**config.mk**
```make
export PLATFORM = sky130hd
export DESIGN_NAME = aes_round_ctrl
export DESIGN_NICKNAME = d
export VERILOG_FILES = /design/src/rtl/aes_round_ctrl_pkg.sv /design/src/rtl/aes_lat_counter.sv /design/src/rtl/aes_round_ctrl.sv
export SDC_FILE = /design/constraint.sdc
export NUM_CORES = 1
export LEC_CHECK = 0
export BUFFER_PORTS_ARGS = -buffer_cell sky130_fd_sc_hd__buf_4
export CAP_MARGIN = 10
export CORE_MARGIN = 2
export CORE_UTILIZATION = 35
export CTS_CLUSTER_SIZE = 40
export DETAILED_ROUTE_END_ITERATION = 8
export GPL_ROUTABILITY_DRIVEN = 0
export PLACE_DENSITY = 0.56
export SLEW_MARGIN = 20
export SYNTH_ARGS = -nofsm -noshare
export SYNTH_HDL_FRONTEND = slang
export SYNTH_SLANG_ARGS = --single-unit
```
**constraint.sdc**
```tcl
create_clock -name clk -period 2.2 [get_ports clk]
set_input_delay 0.22 -clock clk [delete_from_list [all_inputs] [get_ports clk]]
set_output_delay 0.22 -clock clk [all_outputs]
set_load 0.1 [all_outputs]
```
**src/rtl/aes_round_ctrl_pkg.sv**
```systemverilog
// Shared encodings and sizing constants for the iterative AES-128 round sequencer.
package aes_pkg;

  localparam int AES_NR_128 = 10;
  localparam int RIDX_W     = 4;

  typedef enum logic [1:0] {
    IDLE  = 2'd0,
    ROUND = 2'd1,
    DONE  = 2'd2
  } state_t;

endpackage

```
**src/rtl/aes_lat_counter.sv**
```systemverilog
// Per-round cycle counter: counts 0..LAT-1 while enabled and flags the last cycle of a round.
module aes_lat_counter
  import aes_pkg::*;
#(
  parameter int LAT = 1
) (
  input  logic              clk,
  input  logic              rst,
  input  logic              clr,
  input  logic              en,
  output logic [RIDX_W-1:0] cnt,
  output logic              tc
);

  localparam logic [RIDX_W-1:0] LAST = RIDX_W'(LAT - 1);

  logic [RIDX_W-1:0] cnt_r;

  assign cnt = cnt_r;
  assign tc  = en && (cnt_r == LAST);

  // Count register: wraps to zero at terminal count so each round starts fresh.
  always_ff @(posedge clk or posedge rst) begin
    if (rst) begin
      cnt_r <= {RIDX_W{1'b0}};
    end else if (clr) begin
      cnt_r <= {RIDX_W{1'b0}};
    end else if (tc) begin
      cnt_r <= {RIDX_W{1'b0}};
    end else if (en) begin
      cnt_r <= cnt_r + {{(RIDX_W-1){1'b0}}, 1'b1};
    end else begin
      cnt_r <= cnt_r;
    end
  end

endmodule

```
**src/rtl/aes_round_ctrl.sv**
```systemverilog
// Iterative AES-128 round sequencer (IDLE -> ROUND x NR -> DONE).
// Optional abort input enabled by defining AES_ROUND_CTRL_ABORT_EN.
module aes_round_ctrl
  import aes_pkg::*;
#(
  parameter int NR        = AES_NR_128,
  parameter int ROUND_LAT = 1
) (
`ifdef AES_ROUND_CTRL_ABORT_EN
  input  logic              abort,
`endif
  input  logic              clk,
  input  logic              rst,
  input  logic              in_valid,
  output logic              in_ready,
  output logic              out_valid,
  input  logic              out_ready,
  output logic              dp_load,
  output logic              dp_round_en,
  output logic              dp_final,
  output logic              key_step,
  output logic [RIDX_W-1:0] round_idx,
  output logic              busy
);

  localparam logic [RIDX_W-1:0] NR_L = RIDX_W'(NR);
  localparam logic [RIDX_W-1:0] ONE  = RIDX_W'(1);

  state_t            state_r;
  state_t            state_nx;
  logic [RIDX_W-1:0] ridx_r;
  logic [RIDX_W-1:0] ridx_nx;
  logic              abort_s;
  logic              cnt_clr_s;
  logic              cnt_en_s;
  logic              cnt_tc_s;
  logic [RIDX_W-1:0] lat_cnt_s;

`ifdef AES_ROUND_CTRL_ABORT_EN
  assign abort_s = abort;
`else
  assign abort_s = 1'b0;
`endif

  aes_lat_counter #(
    .LAT (ROUND_LAT)
  ) u_lat (
    .clk (clk),
    .rst (rst),
    .clr (cnt_clr_s),
    .en  (cnt_en_s),
    .cnt (lat_cnt_s),
    .tc  (cnt_tc_s)
  );

  assign round_idx = ridx_r;
  assign busy      = (state_r != IDLE);

  // State and round-index registers.
  always_ff @(posedge clk or posedge rst) begin
    if (rst) begin
      state_r <= IDLE;
      ridx_r  <= {RIDX_W{1'b0}};
    end else begin
      state_r <= state_nx;
      ridx_r  <= ridx_nx;
    end
  end

  // Next-state and datapath strobes; abort pre-empts both acceptance and round completion.
  always_comb begin
    state_nx    = state_r;
    ridx_nx     = ridx_r;
    in_ready    = 1'b0;
    out_valid   = 1'b0;
    dp_load     = 1'b0;
    dp_round_en = 1'b0;
    key_step    = 1'b0;
    dp_final    = 1'b0;
    cnt_clr_s   = 1'b1;
    cnt_en_s    = 1'b0;
    case (state_r)
      IDLE: begin
        in_ready = 1'b1;
        ridx_nx  = {RIDX_W{1'b0}};
        if (in_valid && !abort_s) begin
          dp_load  = 1'b1;
          state_nx = ROUND;
          ridx_nx  = ONE;
        end else begin
          state_nx = IDLE;
        end
      end
      ROUND: begin
        dp_final = (ridx_r == NR_L);
        if (abort_s) begin
          state_nx = IDLE;
          ridx_nx  = {RIDX_W{1'b0}};
        end else begin
          cnt_clr_s = 1'b0;
          cnt_en_s  = 1'b1;
          if (cnt_tc_s) begin
            dp_round_en = 1'b1;
            key_step    = 1'b1;
            if (ridx_r == NR_L) begin
              state_nx = DONE;
              ridx_nx  = {RIDX_W{1'b0}};
            end else begin
              ridx_nx = ridx_r + ONE;
            end
          end else begin
            ridx_nx = ridx_r;
          end
        end
      end
      DONE: begin
        out_valid = 1'b1;
        ridx_nx   = {RIDX_W{1'b0}};
        if (abort_s || out_ready) begin
          state_nx = IDLE;
        end else begin
          state_nx = DONE;
        end
      end
      default: begin
        state_nx = IDLE;
        ridx_nx  = {RIDX_W{1'b0}};
      end
    endcase
  end

endmodule

```
==> flow_metrics.py <==
metrics = {
    "critical_path": {
        "critPathArrivalTime_ns": 1.84,
        "critical_path_class": "reg -> out",
        "cp_data_required_time_ns": 1.98,
        "critPathMaxFanout": 12,
        "r2r-start": "u_lat.cnt[0]",
        "cp-startpoint": "u_lat.cnt[0]",
        "cp-start-kind": "register",
        "endpoint_kind": "output pin",
    },
    "worst_hold_path": {
        "hp-class": "in -> reg",
        "min_from": "out_ready",
    },
    "cts": {
        "cts.path.max_buffers": 2,
        "htree_levels": 1,
        "ctsResizeCount": 0,
        "cts_tree": "done",
        "clock_sinks": 10,
        "cts_made_buffers": 3,
        "cts_root_buffer": "clkbuf_4",
        "clk_latency_ns": 0.27,
        "clkTransAtPathRegs_ns": 0.08,
        "cts_setup_buffers": 0,
    },
    "detailed_routing": {
        "drtIter0Drc": 7,
        "via_count": 442,
        "routed_via_density": 4.75,
        "ant_nets": 0,
        "drc": 0,
        "drt-total-wl_mm": 1.00,
        "first_pass_iters": 2,
        "wire_per_inst_um": 10.8,
    },
    "finish": {
        "syn2layout_area_growth_pct": 31.5,
        "diodes": 0,
        "fin_util_pct": 48.6,
        "drive_gt1_share_pct": 28.6,
        "fill_cells": 146,
        "layout_common_cells": "14 x buf_4, 10 x dfrtp_1, 7 x inv_1",
        "layout_commonest_cell": "buf_4",
        "seqCellArea_sq_um": 250,
        "final_cell_area_sq_um": 732,
        "nNetsFinal": 86,
        "multi_input_area_sq_um": 284,
    },
    "sta": {
        "period_share_pct": 93.7,
        "slew_headroom_pct": 74.2,
        "rsz0062_at_grt": "false",
        "post-route-min-period_ns": 2.06,
        "fin_tns_setup_ns": 0,
        "final_critical_path_setup_slack_ns": 0.139,
        "setup_viol": 0,
        "fin_worst_skew_ns": 0.0112,
        "hold_violations": 0,
        "slew_viol_final": 0,
        "worst_pin_slew_ns": 0.387,
        "max_freq_mhz": 485,
    },
    "floorplan": {
        "dieArea_sq_um": 1930,
        "die_x_um": 43.9,
        "core_area_sq_um": 1510,
        "die_y_um": 43.9,
        "io_pins": 15,
        "rows": 14,
        "start_util_pct": 37.0,
    },
    "place": {
        "portBuffers": 14,
        "preCtsSetupSlack_ns": 0.287,
        "dp_hpwl_um": 715,
        "place_area_sq_um": 686,
    },
    "synthesis": {
        "ys_types": 26,
        "syn_area_sq_um": 557,
        "yosysTopAreaCell": "dfrtp_1",
        "yosysWarnings": 0,
        "synth_fp_nets": 69,
        "ys_seq_elements": 10,
        "syn_avg_cell_area_sq_um": 9.13,
        "ys_top_cells_by_area": "dfrtp_1 45%, ha_1 9.0%, inv_1 4.7%, nor2_1 4.7%, nand2_1 3.4%",
        "synth_top_area_share_pct": 44.9,
        "synth_cells": 61,
        "ys_seq_area_share_pct": 44.9,
    },
    "run": {
        "maxCapViolCount": 0,
    },
    "grt": {
        "grt-ovfl-total": 0,
        "grt_max_degree": 13,
        "antenna_found_initial": 0,
        "grt_util_all_layers_pct": 13.2,
        "grt_first_pass_wirelength_mm": 1.77,
        "grt_pass1_vias": 401,
    },
    "status": {
        "outcome": "completed",
    },
}
==> through the flow <==
step,hold WS [ns],std cells
floorplan,0.0602,61
global placement,0.239,88
detailed placement,0.230,88
CTS,0.215,93
global route,0.214,93
finish,0.228,93
==> final cells by class <==
class / count / area share [%]
multi-input cells: 41 / 38.8
flip-flops and latches: 10 / 34.2
well taps: 16 / 2.74
inverters: 7 / 3.59
clock buffers: 4 / 4.96
repair buffers: 15 / 15.7
==> worst max-delay path: stages, from the launching register on <==
cell and delay [ns]:
dfrtp_1 0.41, inv_1 0.07, ha_1 0.12, or3b_1 0.52, nor2_4 0.15, buf_4 0.30
==> worst paths after layout <==
kind	endpoint	slack, ns	cells after the start
worst min register to register	u_lat.cnt[0]	0.49	1
worst min-delay path	state_r[1]	0.23	3
max in group asynchronous	round_idx[0]	1.44	3
min in group asynchronous	u_lat.cnt[0]	0.48	3
worst max register to register	round_idx[3]	0.29	5
worst max-delay path	key_step	0.14	5
==> cells by family (layout without fill, tap and decap cells) <==
| kind of cell | after synthesis | after routing | share of synthesized area (%) |
|---|---|---|---|
| AND/OR/NAND/NOR | 26 | 26 | 24.9 |
| XOR/XNOR | 2 | 2 | 3.15 |
| adder cells (fa/ha/maj) | 4 | 4 | 8.99 |
| AO/OA/AOI/OAI | 9 | 9 | 10.3 |
| flip-flops | 10 | 10 | 44.9 |
| buffers and inverters | 10 | 26 | 7.64 |
==> metal layers <==
metal	wire, um	global-route usage, %	vias to the layer above
met1	487	16.6	193
met5	0	0	-
met3	73	7.50	2
li1	-	-	235
met4	9	5.45	0
met2	432	18.5	12
==> Yosys cell counts (all sizes together) <==
library cell   n
or4            1
xnor2          1
o21ai          2
and3b          1
buf            2
o21ba          1
nor2           7
inv            7
or4b           1
a31oi          2
nor2b          1
nand2b         3
xor2           1
o31ai          1
o21bai         1
nand2          5
nand3          2
a21oi          2
and2           1
ha             4
or3            2
or3b           1
dfrtp         10
nor3           1
clkbuf         1
==> timing repair <==
item,CTS,global route
endpoints found under the setup margin,0,0
endpoints found under the hold margin,10,0
hold buffers,1,0
==> flip-flops by register name, indices dropped and copies added (netlist names) <==
| signal | cells |
|---|---|
| round_idx | 4 |
| u_lat.cnt | 4 |
| state_r | 2 |
Power is left out: the tool's default activity adds up to more than one toggle a clock period on the data nets, which glitch-free logic cannot reach.
